==> config.mk <==
export PLATFORM = sky130hd
export DESIGN_NAME = vm_input_conditioner
export DESIGN_NICKNAME = d
export VERILOG_FILES = /design/src/rtl/vm_pkg.sv /design/src/rtl/vm_debounce.sv /design/src/rtl/vm_input_conditioner.sv
export SDC_FILE = /design/constraint.sdc
export NUM_CORES = 1
export LEC_CHECK = 0
export ABC_CLOCK_PERIOD_IN_PS = 1600
export CAP_MARGIN = 20
export CORE_ASPECT_RATIO = 1.75
export CORE_MARGIN = 1
export CORE_UTILIZATION = 57
export DETAILED_ROUTE_END_ITERATION = 10
export DONT_BUFFER_PORTS = 1
export PLACE_DENSITY = 0.78
export SLEW_MARGIN = 10
export SYNTH_ARGS = -nofsm -noshare
export SYNTH_HDL_FRONTEND = slang
export SYNTH_HIERARCHICAL = 1
export SYNTH_SLANG_ARGS = --single-unit
==> constraint.sdc <==
create_clock -name clk_i -period 1.6 [get_ports clk_i]
set_clock_uncertainty 0.05 [all_clocks]
set_input_delay 0.16 -clock clk_i [delete_from_list [all_inputs] [get_ports clk_i]]
set_output_delay 0.16 -clock clk_i [all_outputs]
set_load 0.1 [all_outputs]
==> src/rtl/vm_pkg.sv <==
// Shared constants for the vending machine input conditioner: button indices,
// debounce counter width and an item-event counting helper.
package vm_pkg;

  localparam int unsigned BTN_SHEKEL = 0;
  localparam int unsigned BTN_RET    = 1;
  localparam int unsigned BTN_JELLY  = 2;
  localparam int unsigned BTN_BUBBLY = 3;
  localparam int unsigned BTN_SOUR   = 4;
  localparam int unsigned BTN_COUNT  = 5;

  localparam int unsigned DB_CNT_W = 16;

  localparam logic [BTN_COUNT-1:0] ITEM_MASK = 5'b11100;

  typedef logic [BTN_COUNT-1:0] btn_vec_t;

  function automatic logic [1:0] item_count(btn_vec_t ev);
    return {1'b0, ev[BTN_JELLY]} + {1'b0, ev[BTN_BUBBLY]} + {1'b0, ev[BTN_SOUR]};
  endfunction

endpackage

==> src/rtl/vm_debounce.sv <==
// One panel input channel: 2-flop synchroniser, debounce counter/state and a
// registered rising-edge event aligned with the registered exported level.
module vm_debounce
  import vm_pkg::*;
#(
  parameter int unsigned DEBOUNCE_CYCLES = 4
) (
  input  logic clk_i,
  input  logic rst_ni,
  input  logic raw_i,
  output logic level_o,
  output logic rise_o
);

  logic                sync1_q, sync2_q;
  logic [DB_CNT_W-1:0] cnt_q, cnt_d;
  logic                state_q, state_d;
  logic                lvl_q, rise_q;

  always_comb begin
    state_d = state_q;
    cnt_d   = '0;
    if (sync2_q != state_q) begin
      if (cnt_q == DB_CNT_W'(DEBOUNCE_CYCLES - 1)) begin
        state_d = sync2_q;
      end else begin
        cnt_d = cnt_q + 1'b1;
      end
    end
  end

  // The exported level is a registered copy of the state so that the level and
  // the rising-edge event change on the same clock edge.
  always_ff @(posedge clk_i or negedge rst_ni) begin
    if (!rst_ni) begin
      sync1_q <= 1'b0;
      sync2_q <= 1'b0;
      cnt_q   <= '0;
      state_q <= 1'b0;
      lvl_q   <= 1'b0;
      rise_q  <= 1'b0;
    end else begin
      sync1_q <= raw_i;
      sync2_q <= sync1_q;
      cnt_q   <= cnt_d;
      state_q <= state_d;
      lvl_q   <= state_q;
      rise_q  <= state_q & ~lvl_q;
    end
  end

  assign level_o = lvl_q;
  assign rise_o  = rise_q;

endmodule

==> src/rtl/vm_input_conditioner.sv <==
// Panel front end: five debounced channels, priority arbitration into single-cycle
// command pulses. Define VM_INPUT_LOCKOUT_EN to add the post-event lockout window.
module vm_input_conditioner
  import vm_pkg::*;
#(
  parameter int unsigned DEBOUNCE_CYCLES = 4,
  parameter int unsigned LOCKOUT_CYCLES  = 8
) (
  input  logic                 clk_i,
  input  logic                 rst_ni,
  input  logic                 shekel_raw_i,
  input  logic                 ret_raw_i,
  input  logic                 jelly_raw_i,
  input  logic                 bubbly_raw_i,
  input  logic                 sour_raw_i,
  output logic                 shekel_p_o,
  output logic                 ret_p_o,
  output logic                 jelly_p_o,
  output logic                 bubbly_p_o,
  output logic                 sour_p_o,
  output logic [BTN_COUNT-1:0] btn_lvl_o,
  output logic                 conflict_p_o
);

  btn_vec_t raw, lvl, ev;
  btn_vec_t pulse_q, pulse_d;
  logic     conflict_q, conflict_d;
  logic     locked;

  assign raw = {sour_raw_i, bubbly_raw_i, jelly_raw_i, ret_raw_i, shekel_raw_i};

  for (genvar i = 0; i < BTN_COUNT; i++) begin : g_chan
    vm_debounce #(
      .DEBOUNCE_CYCLES(DEBOUNCE_CYCLES)
    ) u_debounce (
      .clk_i  (clk_i),
      .rst_ni (rst_ni),
      .raw_i  (raw[i]),
      .level_o(lvl[i]),
      .rise_o (ev[i])
    );
  end

  always_comb begin
    pulse_d    = '0;
    conflict_d = 1'b0;
    if (ev[BTN_RET]) begin
      pulse_d[BTN_RET] = 1'b1;
    end else if (!locked) begin
      unique case (item_count(ev))
        2'd0:    pulse_d[BTN_SHEKEL] = ev[BTN_SHEKEL];
        2'd1:    pulse_d = ev & ITEM_MASK;
        default: conflict_d = 1'b1;
      endcase
    end
  end

`ifdef VM_INPUT_LOCKOUT_EN
  logic [DB_CNT_W-1:0] lock_q, lock_d;

  assign locked = (lock_q != '0);

  always_comb begin
    lock_d = lock_q;
    if (pulse_d[BTN_RET]) begin
      lock_d = '0;
    end else if (|pulse_d) begin
      lock_d = DB_CNT_W'(LOCKOUT_CYCLES);
    end else if (locked) begin
      lock_d = lock_q - 1'b1;
    end
  end

  always_ff @(posedge clk_i or negedge rst_ni) begin
    if (!rst_ni) begin
      lock_q <= '0;
    end else begin
      lock_q <= lock_d;
    end
  end
`else
  assign locked = 1'b0;
`endif

  always_ff @(posedge clk_i or negedge rst_ni) begin
    if (!rst_ni) begin
      pulse_q    <= '0;
      conflict_q <= 1'b0;
    end else begin
      pulse_q    <= pulse_d;
      conflict_q <= conflict_d;
    end
  end

  assign shekel_p_o   = pulse_q[BTN_SHEKEL];
  assign ret_p_o      = pulse_q[BTN_RET];
  assign jelly_p_o    = pulse_q[BTN_JELLY];
  assign bubbly_p_o   = pulse_q[BTN_BUBBLY];
  assign sour_p_o     = pulse_q[BTN_SOUR];
  assign conflict_p_o = conflict_q;
  assign btn_lvl_o    = lvl;

endmodule
==> results.md, run 1 <==
- The run finished, with violations left.
- The final reports fail on negative hold slack.
- The global-route wire length before repair is 15700 microns.
- The count of pins over their slew limit was 0.
- The switching power is 3.134 mW.
- Dividing the final minimum period by the clock period gives 97.70%.
- The chip height is 126.4 microns.
- 0 antenna diodes ended up in the layout.
- The maximum clock rate is 639.7 MHz.
- The biggest area contributor in the post-synthesis netlist is sky130_fd_sc_hd__dfrtp_1.
- Summing the sequential cell areas from Yosys gives between 50% and 60% of the chip area.
- Across all hold checks on the routed design, the worst slack comes to -0.5455 ns.
- In this run the core area contains 45 standard-cell rows.
- The number of violations reported at the end of detailed-routing iteration 0 is between 200 and 250.
- After routing the design area is 0.005953 sq mm.
- The initial antenna violation count is 0.
- The internal portion of total power is 5.488 mW.
- The HPWL after detailed placement is 6224 microns.
- Of all nets on the critical path, the largest fanout is 15.
- At the worst endpoint, the arrival time is 1.75 ns.
- The cell area reported after detailed placement is 0.005413 sq mm.
- The number of failing setup endpoints in the final timing report is 0.
- The first detailed-routing pass ran for 4 iterations.
- Once the floorplan was initialized, standard cells occupied 58.53% of the core.
- The clock tree synthesis step divided the H-tree into 3 levels.
- The number of enable flip-flop cells after synthesis is 0.
- In the synthesized netlist the dominant register cell turns out to be sky130_fd_sc_hd__dfrtp_1.
- In this run, flip-flops and latches consume 41.5% of the power.
- The via count of the first global-routing pass is 3464.
- The overall die area is around 0.0092 sq mm.
- The worst-case vdd ir drop is 1.324 mV.
- The largest individual stage delay along the critical path comes from the cell sky130_fd_sc_hd__dfrtp_1.
- The category of cells accounting for the largest share of critical-path delay is simple AND/OR/NAND/NOR gates.
- Setup repair after global routing could not meet its margin everywhere.
- The clock tree root buffer cell is sky130_fd_sc_hd__clkbuf_16.
- The relative slew slack is 76.47%.
- The total routing usage reported by global routing is 22.43%.
- Summed over all layers, the routed wires come to 9535 microns.
- After clock tree synthesis, the clock-pin slew on the worst setup and hold paths is 0.07 ns.
- TritonCTS built the clock tree.
- The final setup TNS is 0 ns.
- The net count after synthesis is 460.
- The share of the synthesized area in the top cell type is a little under three fifths.
- After synthesis the cells add up to a little over 0.005 sq mm.
- In the routed layout, each cell is associated on average with a via count of 5.658.
- The number of failing hold endpoints at the final stage was 111.
- The number of buffer cells added on primary ports is 0.
- The global-route congestion overflow total is 0.
- The net count of the finished layout is 503.
- Buffers inserted to repair hold after CTS numbered 5.
- The largest single stage delay on the critical path is 0.37 ns.
- The clock period could shrink to 1.563 ns.
- A synthesized cell averages approximately 11 sq um.
- The reported leakage power is 2.503 nW.
- The count of nets left with antenna violations once routing finished came out at 0.
- The number of fill cells in the layout is 590.
- Of the total power, the share spent switching nets is 36.35%.
- At the worst endpoint, the required time is 1.79 ns.
- By area the synthesized netlist is led by sky130_fd_sc_hd__dfrtp_1 55%, sky130_fd_sc_hd__xnor2_1 9.6%, sky130_fd_sc_hd__nor2_1 4.5%.
- The core area is 0.008615 sq mm.
- The total number of yosys warnings is 6.
- The die outline width is 73.10 microns.
- Combinational logic is responsible for 32.8% of the overall power.
- After technology mapping, the gate count stands at 447.
- The final RePlAce weighted congestion is roughly 0.86.
- TritonCTS created 9 clock buffers.
- The later pin in the worst-skew pair is clocked with a latency of ~0.35 ns.
- The post-route netlist has between 20% and 30% of its cells at a drive strength greater than 1.
- The kind of launch point of the worst setup path is a flop.
- The type of element capturing the critical path is a flop.
- The routed length per placed instance is 15.61 microns.
- Together, buffers and inverters on the worst path number 1.
- Entering global routing, the biggest net connects 112 pins.
- The number of remaining DRC errors is 0.
- The power share of the clock group is about a quarter.
- The signal on the critical path passes through ha_1, nor4b_1, nand4_1, nand2_1, buf_12, nor2_1.
- The type of the setup path with the least slack is reg -> reg.
- The count of clock tree sinks is between 100 and 150.
- The proportion of register bits with asynchronous set or reset after synthesis is 100.0%.
- Compared with the post-synthesis result, the final layout area differs by 18.06%.
- The number of distinct standard cells referenced by the synthesized netlist is 25.
- The routed via count is 3457.
- Synthesis inferred 111 register bits.
- The longest clock path from root to sink contains 2 buffers.
- The class of the worst hold path is in -> async.
- Max-cap violations in this run came to 0.
- Pin placement for this block handled 18 I/O pins.
- Power spread over the standard cell area amounts to 1448 mW/mm^2.
- For the pin with the worst max-slew slack, the measured transition is 0.3497 ns.
power groups by stage:
stage	clock network, mW	registers (mW)	logic, mW
6_report	2.21	3.58	2.83
5_1_grt	2.36	3.63	3.00
4_1_cts	2.27	3.56	2.73
3_5_place_dp	0	3.60	2.70
3_3_place_gp	0	3.58	2.64
2_1_floorplan	0	4.46	1.06
per-stage QoR:
step	cells	util, %	worst slack, ns	power [mW]	hold slack, ns
2_1_floorplan	447	-	0.07073	5.521	-0.1856
3_3_place_gp	588	62.83	-0.03647	6.227	-0.1814
3_5_place_dp	588	62.83	-0.06105	6.304	-0.1810
4_1_cts	608	67.10	0.01651	8.563	-0.5589
5_1_grt	611	69.11	-0.02998	8.997	-0.5590
6_report	611	69.11	0.03687	8.622	-0.5455
sequential cells by signal, indices dropped and copies added, names as in the netlist:
| register | count |
|---|---|
| g_chan.u_debounce/sync2_q | 5 |
| g_chan.u_debounce/level_o | 5 |
| pulse_q | 5 |
| g_chan.u_debounce/cnt_q | 80 |
| g_chan.u_debounce/rise_o | 5 |
| g_chan.u_debounce/sync1_q | 5 |
| conflict_p_o | 1 |
| g_chan.u_debounce/state_q | 5 |
worst register-to-register path, cell delays in order, from the launching register on:
cell and delay (ns):
sky130_fd_sc_hd__dfrtp_1 0.37, sky130_fd_sc_hd__ha_1 0.19, sky130_fd_sc_hd__nor4b_1 0.24, sky130_fd_sc_hd__nand4_1 0.22, sky130_fd_sc_hd__nand2_1 0.17, sky130_fd_sc_hd__buf_12 0.16
sky130_fd_sc_hd__nor2_1 0.06
final timing paths:
| path | endpoint | startpoint | depth (start not counted) | slack, ns |
|---|---|---|---|---|
| min in group clk_i | g_chan[1].u_debounce/sync2_q | g_chan[1].u_debounce/sync1_q | 0 | 0.30 |
| setup reg to reg | g_chan[2].u_debounce/cnt_q[5] | g_chan[2].u_debounce/cnt_q[1] | 6 | 0.04 |
| hold / removal | pulse_q[2] | rst_ni | 0 | -0.55 |
| hold reg to reg | g_chan[1].u_debounce/sync2_q | g_chan[1].u_debounce/sync1_q | 0 | 0.30 |
| setup / recovery | g_chan[2].u_debounce/cnt_q[5] | g_chan[2].u_debounce/cnt_q[1] | 6 | 0.04 |
| max in group asynchronous | g_chan[1].u_debounce/cnt_q[3] | rst_ni | 0 | 1.89 |
kinds of logic (layout without fill, tap and decap cells):
logic type / Yosys count / after routing / synth area share (%)
XOR/XNOR: 75 / 75 / 13.03
adder cells (fa/ha/maj): 6 / 6 / 1.638
buffers and inverters: 20 / 67 / 2.357
flip-flops: 111 / 111 / 55.09
multiplexers: 5 / 5 / 1.117
AND/OR/NAND/NOR: 230 / 230 / 26.77
final cells by class:
cell class	instances	area, sq um	share of cell area, %
Clock buffer	12	256.5	4.309
Clock inverter	3	42.54	0.7146
Inverter	10	37.54	0.6305
Multi-Input combinational cell	316	2312	38.84
Sequential cell	111	2780	46.70
Tap cell	117	146.4	2.459
Timing Repair Buffer	42	377.9	6.347
what timing repair did:
item                                   4_1_cts  5_1_grt
setup endpoints to repair                   47       78
gates resized for setup                      3       27
setup buffers                                0        3
endpoints found under the hold margin      116      111
pin swaps                                    1       10
cells in the final DEF, fill, tap and decap left out, drive strengths merged, types with 5 or more instances in the layout:
master,synthesis,layout
dlygate4sd3,0,5
nor3,20,20
inv,10,10
nor4b,6,6
nand3,30,30
xor2,20,20
nand4,20,20
nor2,80,80
and2b,6,6
buf,10,37
xnor2,55,55
nor4,30,30
clkbuf,0,12
ha,5,5
mux2,5,5
and3,15,15
nand2,15,15
nor2b,5,5
dfrtp,111,111
synthesized netlist by cell type, drive strengths merged, types with 6 or more instances:
| master | n |
|---|---|
| nor4b | 6 |
| nand2 | 15 |
| and2b | 6 |
| nor4 | 30 |
| nor3 | 20 |
| xnor2 | 55 |
| buf | 10 |
| dfrtp | 111 |
| nand4 | 20 |
| and3 | 15 |
| nor2 | 80 |
| inv | 10 |
| nand3 | 30 |
| xor2 | 20 |
metal layers:
layer | global-route usage, % | vias up | wire length, microns
li1 | - | 1620 | -
met1 | 25.57 | 1744 | 3658
met2 | 38.56 | 70 | 5274
met3 | 5.401 | 23 | 337
met4 | 10.73 | 0 | 264
met5 | 0 | - | 0
(Power assumes the default switching activity.)
==> inputs of run 2 (changes only) <==
--- a/config.mk
+++ b/config.mk
@@ -8,7 +8,7 @@
 export ABC_CLOCK_PERIOD_IN_PS = 1600
 export CAP_MARGIN = 20
 export CORE_ASPECT_RATIO = 1.75
-export CORE_MARGIN = 1
+export CORE_MARGIN = 2
 export CORE_UTILIZATION = 57
 export DETAILED_ROUTE_END_ITERATION = 10
 export DONT_BUFFER_PORTS = 1
==> results.md, run 2 (synthesis results as in run 1) <==
- The number of remaining DRC errors is 0.
- CTS built an H-tree with a depth of 3.
- The floorplan step defined a die boundary enclosing 0.009644 sq mm.
- The count of max-cap constraint violations is 0.
- Static timing analysis puts the maximum clock frequency at 647.2 MHz.
- Counting the fill cells in the layout gives between 600 and 700.
- Leaving out fill and tap cells, the most frequent cell in the layout is sky130_fd_sc_hd__dfrtp_1.
- The required time at the worst-slack endpoint is 1.79 ns.
- The kind of launch point of the worst setup path is a flop.
- The routed length per placed instance is 14.95 microns.
- For this design the ratio of total power to cell area is around 1400 mW/mm^2.
- The via count of the first global-routing pass is 3483.
- The first TritonRoute pass finished after 4 iterations.
- The combined flip-flop and latch cell area is about 0.0028 sq mm.
- The overall power consumption is 8.587 mW.
- The library cells used most frequently in the layout, excluding fill and tap cells, are 110 x sky130_fd_sc_hd__dfrtp_1, 60 x sky130_fd_sc_hd__nor2_1, 55 x sky130_fd_sc_hd__xnor2_1.
- The number of buffer cells added on primary ports is 0.
- The number of buffers inserted during clock tree synthesis is 9.
- The net count of the finished layout is 503.
- The initial antenna violation count is 0.
- In this run the worst hold path is classified as in -> async.
- The final RePlAce weighted congestion is 0.8405.
- The TritonCTS clock tree is done.
- The multi-input logic area is 0.002287 sq mm.
- The checks that failed: negative hold slack.
- The register with the most flip-flops in the final layout is g_chan.u_debounce/cnt_q.
- The count of pins on the block boundary is 18.
- The reported leakage power is 2.497 nW.
- The count of clock tree sinks is approximately 110.
- The type of element capturing the critical path is a flop.
- Once detail routing completed, the nets flagged for antenna violations numbered 0.
- The initial standard-cell utilization of the core is about three fifths.
- The tree is rooted in a sky130_fd_sc_hd__clkbuf_16.
- The count of pins over their slew limit is 0.
- The analysis attributes to net switching a power of roughly 3.1 mW.
- Setup repair after global routing could not meet its margin everywhere.
- The register with the most flip-flops in the layout has 80 of them.
- The fraction of the cycle the final worst path needs is a little over nine tenths.
- The final design instance area without fill is 0.005931 sq mm.
- The die outline width is between 70 and 80 microns.
- The post-detailed-route via-to-cell ratio is 5.574.
- The share of total power in combinational logic is 33.0%.
- The worst path arrival time is ~1.7 ns.
- The final setup TNS is 0 ns.
- The cell count of the worst reg-to-reg path is 6.
- The worst path buffer plus inverter count is 1.
- For the finished layout, the period the worst path requires is 1.545 ns.
- Once detailed placement completed, the half-perimeter wirelength came to 6107 microns.
- The number of violations reported at the end of detailed-routing iteration 0 is 234.
- Global routing finished with a remaining overflow of 0.
- Global routing used 21.08% of the available tracks across all layers.
- The number of diodes is 0.
- The relative slew slack is about three quarters.
- The core area is approximately 0.0086 sq mm.
- Entering global routing, the biggest net connects 112 pins.
- The final hold slack is -0.5490 ns.
- The delay of the slowest cell on the worst path is 0.39 ns.
- The category of cells accounting for the largest share of critical-path delay is simple AND/OR/NAND/NOR gates.
- The number of failing hold endpoints at the final stage came to 111.
- Setup violations remaining at the end of the flow were counted as 0.
- After clock tree synthesis, the clock-pin slew on the worst setup and hold paths is 0.07 ns.
- The first global-routing pass estimated roughly 16000 microns of wire.
- The worst setup path is of the reg -> reg kind.
- IR analysis of the VDD net gives a maximum drop of between 1 and 1.5 mV.
- The internal portion of total power is between 5 and 6 mW.
- The flow ran to the end, but the final reports show violations.
- The fraction of layout cells with a size suffix above 1 is between 20% and 30%.
- The portion of total power attributed to sequential cells is 41.3%.
- The top fanout value on the critical path is 10.
- The power share of the clock group is about a quarter.
- At the later pin of the worst-skew pair, clock insertion delay measures ~0.35 ns.
- The pin slew with the least headroom to its limit is 0.3529 ns.
- After detailed placement, the total cell area comes to 0.005415 sq mm.
- The maximum buffer depth of the clock tree is 2.
- The total stage count of the critical path is 6.
- The site row count is 45.
- The slowest stage of the critical path belongs to the cell sky130_fd_sc_hd__dfrtp_1.
- The routed layout has around 3.4k vias.
- Buffers inserted to repair hold after CTS numbered 5.
- The final wirelength is approximately 9200 microns.
- Walking the worst path, the cells encountered are ha_2, nor4b_4, nand4_1, nand2_2, buf_6, nor2_1.
- Net switching is 36.45% of the power.
- The layout overhead on the synthesized area is 17.62%.
- The chip height is about 130 microns.
[run 2: area by class of cell]
type | count | share of cell area [%]
sequential | 111 | 46.86
multi-input combinational | 316 | 38.57
timing repair buffer | 42 | 6.414
clock buffer | 11 | 4.093
tap | 117 | 2.468
clock inverter | 5 | 0.9705
inverter | 10 | 0.6329
[run 2: path summary, 6_finish.rpt]
kind	from	slack, ns	endpoint
hold reg to reg	g_chan[2].u_debounce/sync1_q	0.30	g_chan[2].u_debounce/sync2_q
max in group asynchronous	rst_ni	1.85	g_chan[3].u_debounce/cnt_q[3]
setup reg to reg	g_chan[3].u_debounce/cnt_q[0]	0.05	g_chan[3].u_debounce/cnt_q[7]
setup / recovery	g_chan[3].u_debounce/cnt_q[0]	0.05	g_chan[3].u_debounce/cnt_q[7]
hold / removal	rst_ni	-0.55	g_chan[0].u_debounce/cnt_q[11]
min in group clk_i	g_chan[2].u_debounce/sync1_q	0.30	g_chan[2].u_debounce/sync2_q
[run 2: through the flow]
step	util, %	std cells	worst slack (ns)	hold WS [ns]
global placement	62.86	590	-0.02039	-0.1812
global route	68.85	612	-0.04517	-0.5589
finish	68.85	612	0.05499	-0.5490
CTS	67.15	611	0.01761	-0.5574
floorplan	-	447	0.07073	-0.1856
detailed placement	62.86	590	-0.05715	-0.1812
[run 2: per-layer routing]
layer | GRT usage [%] | share of wire [%] | routed length, microns | vias up
met3 | 4.150 | 2.6 | 240 | 14
met2 | 36.27 | 56 | 5154 | 46
met1 | 25.15 | 39 | 3579 | 1722
met5 | 0 | 0 | 0 | -
li1 | - | - | - | 1629
met4 | 8.824 | 1.9 | 175 | 0
[run 2: timing repair]
action | in CTS | in global routing
endpoints found under the hold margin | 116 | 111
gates resized for setup | 3 | 28
endpoints found under the setup margin | 24 | 76
gates cloned | 0 | 0
setup buffers | 0 | 1
pin swaps | 1 | 8
[run 2: worst register-to-register path, stage by stage (launching register included)]
cell and delay, ns:
sky130_fd_sc_hd__dfrtp_1 0.39, sky130_fd_sc_hd__ha_2 0.21, sky130_fd_sc_hd__nor4b_4 0.19, sky130_fd_sc_hd__nand4_1 0.21, sky130_fd_sc_hd__nand2_2 0.16, sky130_fd_sc_hd__buf_6 0.15, sky130_fd_sc_hd__nor2_1 0.06
[run 2: power groups by stage]
stage,sequential [mW],combinational [mW],clock (mW)
2_1_floorplan,4.46,1.06,0
3_3_place_gp,3.56,2.67,0
3_5_place_dp,3.59,2.73,0
4_1_cts,3.54,2.76,2.27
5_1_grt,3.61,3.01,2.38
6_report,3.55,2.83,2.21
==> inputs of run 3 (changes only) <==
--- a/config.mk
+++ b/config.mk
@@ -13,6 +13,7 @@
 export DETAILED_ROUTE_END_ITERATION = 10
 export DONT_BUFFER_PORTS = 1
 export PLACE_DENSITY = 0.78
+export SKIP_CTS_REPAIR_TIMING = 1
 export SLEW_MARGIN = 10
 export SYNTH_ARGS = -nofsm -noshare
 export SYNTH_HDL_FRONTEND = slang
==> results.md, run 3 (synthesis results as in run 1) <==
- The run finished, with violations left.
- The final reports fail on negative hold slack.
- After floorplanning, the core was sized to cover 0.008615 sq mm.
- Setup repair after global routing could not meet its margin everywhere.
- The initial standard-cell utilization of the core is between 50% and 60%.
- In this run the count of I/O pins placed on the die edge is 18.
- TritonCTS built the clock tree.
- Across the whole layout, storage elements account for 0.002779 sq mm.
- Setup slack closes at 0.007321 ns.
- The number of fill cells in the layout is between 600 and 700.
- For this block, the routed nets add up to 9234 microns of wire.
- The count of pins over their slew limit was 0.
- The shortest clock period the worst path allows after layout is approximately 1.6 ns.
- The design draws between 8 and 9 mW.
- The register with the most flip-flops in the layout has 80 of them.
- Cells with a size suffix above 1 make up 25.86% of the layout.
- Using the TritonRoute via totals, the vias-per-cell ratio works out to 5.627.
- Across the run, the number of max-cap violations was 0.
- The count of nets left with antenna violations once routing finished came out at 0.
- For this run, design rule violations remaining after detail routing come to 0.
- The initial antenna violation count is 0.
- The number of buffers inserted during clock tree synthesis is 9.
- The worst pin sits at a relative slew slack of 75.75%.
- Setup violations remaining at the end of the flow were counted as 0.
- Power spread over the standard cell area amounts to roughly 1400 mW/mm^2.
- For this run, the top clock speed supported by timing is 627.9 MHz.
- The number of failing hold endpoints at the final stage is approximately 110.
- For this run, the post-layout net count is 503.
- The maximum level of the CTS H-tree is 3.
- The required time at the worst-slack endpoint is 1.79 ns.
- The die outline width is 75.10 microns.
- In this run the deepest clock path goes through 2 buffers.
- The number of buffer cells added on primary ports is 0.
- The layout overhead on the synthesized area is 17.74%.
- The chip height is 128.4 microns.
- Detailed placement ended at an HPWL of 6107 microns.
- The most common cell after layout, fill and taps aside is sky130_fd_sc_hd__dfrtp_1.
- The count of clock tree sinks is 111.
- More flip-flops sit in one register than any other, and that register is g_chan.u_debounce/cnt_q.
- The routed length per placed instance is between 15 and 20 microns.
- The clock tree root buffer cell is sky130_fd_sc_hd__clkbuf_16.
- The class of the worst hold path is in -> async.
- The beginning of the critical path is g_chan[3].u_debounce/cnt_q[0].
- The routed via count is 3444.
- In the layout the commonest cells are 110 x sky130_fd_sc_hd__dfrtp_1, 60 x sky130_fd_sc_hd__nor2_1, 55 x sky130_fd_sc_hd__xnor2_1.
- The multi-input logic area is 0.002293 sq mm.
- The register-to-register setup slack is approximately 0.0073 ns.
- STA classifies the critical path startpoint as a flop.
- The number of detailed-route iterations in the first pass is 4.
- Routability-driven placement finished with a final weighted congestion of 0.8405.
- The clock latency reported for the late side of the worst-skew pair is ~0.35 ns.
- The number of violations reported at the end of detailed-routing iteration 0 is 233.
- The site row count is 45.
- The type of the setup path with the least slack is reg -> reg.
- The worst path arrival time is 1.78 ns.
- Clock-pin slew was measured on the worst setup and hold paths at 0.07 ns.
- The total overflow left after global routing is 0.
- The via count of the first global-routing pass is 3456.
- Entering global routing, the biggest net connects 112 pins.
- At the pin with the least slew margin, the transition time is about 0.36 ns.
- The worst-case vdd ir drop is 1.348 mV.
- The overall die area is 0.009644 sq mm.
- The capture point of the worst reg-to-reg path is g_chan[3].u_debounce/cnt_q[7].
- The number of diodes is 0.
- STA classifies the critical path endpoint as a flop.
- The worst register-to-register path begins at g_chan[3].u_debounce/cnt_q[0].
- The fraction of the cycle the final worst path needs is 99.54%.
- Across all hold checks on the routed design, the worst slack comes to -0.5483 ns.
- Of all nets on the critical path, the largest fanout is 10.
- The reported leakage power is 2.497 nW.
- The cell count of the worst reg-to-reg path is 6.
- The first global-routing pass estimated between 15000 and 20000 microns of wire.
- Prior to clock tree synthesis, the placed netlist has a worst setup slack of -0.05715 ns.
- In the global route stage, overall resource usage came out at a little over a fifth.
## run 3: cell type report
cell class / count / share of cell area, %
multi-input cells: 316 / 38.63
repair buffers: 42 / 6.407
well taps: 117 / 2.466
clock inverters: 5 / 0.9694
flip-flops and latches: 111 / 46.81
clock buffers: 11 / 4.089
inverters: 10 / 0.6322
## run 3: worst max-delay path, stage by stage (launching register included)
cell	delay [ns]
sky130_fd_sc_hd__dfrtp_1	0.39
sky130_fd_sc_hd__ha_2	0.23
sky130_fd_sc_hd__nor4b_4	0.22
sky130_fd_sc_hd__nand4_1	0.22
sky130_fd_sc_hd__nand2_2	0.16
sky130_fd_sc_hd__buf_6	0.15
sky130_fd_sc_hd__nor2_1	0.06
## run 3: per-layer routing
layer  GRT usage (%)  vias to the layer above  share of wire, %
met5               0                        -                 0
met4           8.929                        0               2.2
met2           35.86                       46                56
met3           4.229                       15               2.4
met1           25.20                     1751                40
li1                -                     1632                 -
## run 3: stage by stage
stage / setup TNS, ns / cell area (sq um) / instances / util (%) / hold slack (ns)
2_1_floorplan: 0 / 5042 / 447 / - / -0.1856
3_3_place_gp: -0.1659 / 5415 / 590 / 62.86 / -0.1812
3_5_place_dp: -0.5558 / 5415 / 590 / 62.86 / -0.1812
4_1_cts: -1.008 / 5715 / 606 / 66.35 / -0.5574
5_1_grt: -1.196 / 5937 / 612 / 68.92 / -0.5589
6_report: 0 / 5937 / 612 / 68.92 / -0.5483
## run 3: worst max-delay path by stage
stage                                           endpoint  depth (start not counted)
after global placement     g_chan[3].u_debounce/cnt_q[5]                          6
after CTS                  g_chan[3].u_debounce/cnt_q[7]                          6
after floorplan           g_chan[0].u_debounce/cnt_q[10]                          6
after global routing       g_chan[3].u_debounce/cnt_q[7]                          6
final                      g_chan[3].u_debounce/cnt_q[7]                          6
after detailed placement   g_chan[3].u_debounce/cnt_q[7]                          6
## run 3: power by group
group	switching (mW)	internal, mW	total, mW
sequential	0.336	3.21	3.55
combinational	1.85	0.990	2.84
clock	0.952	1.26	2.21
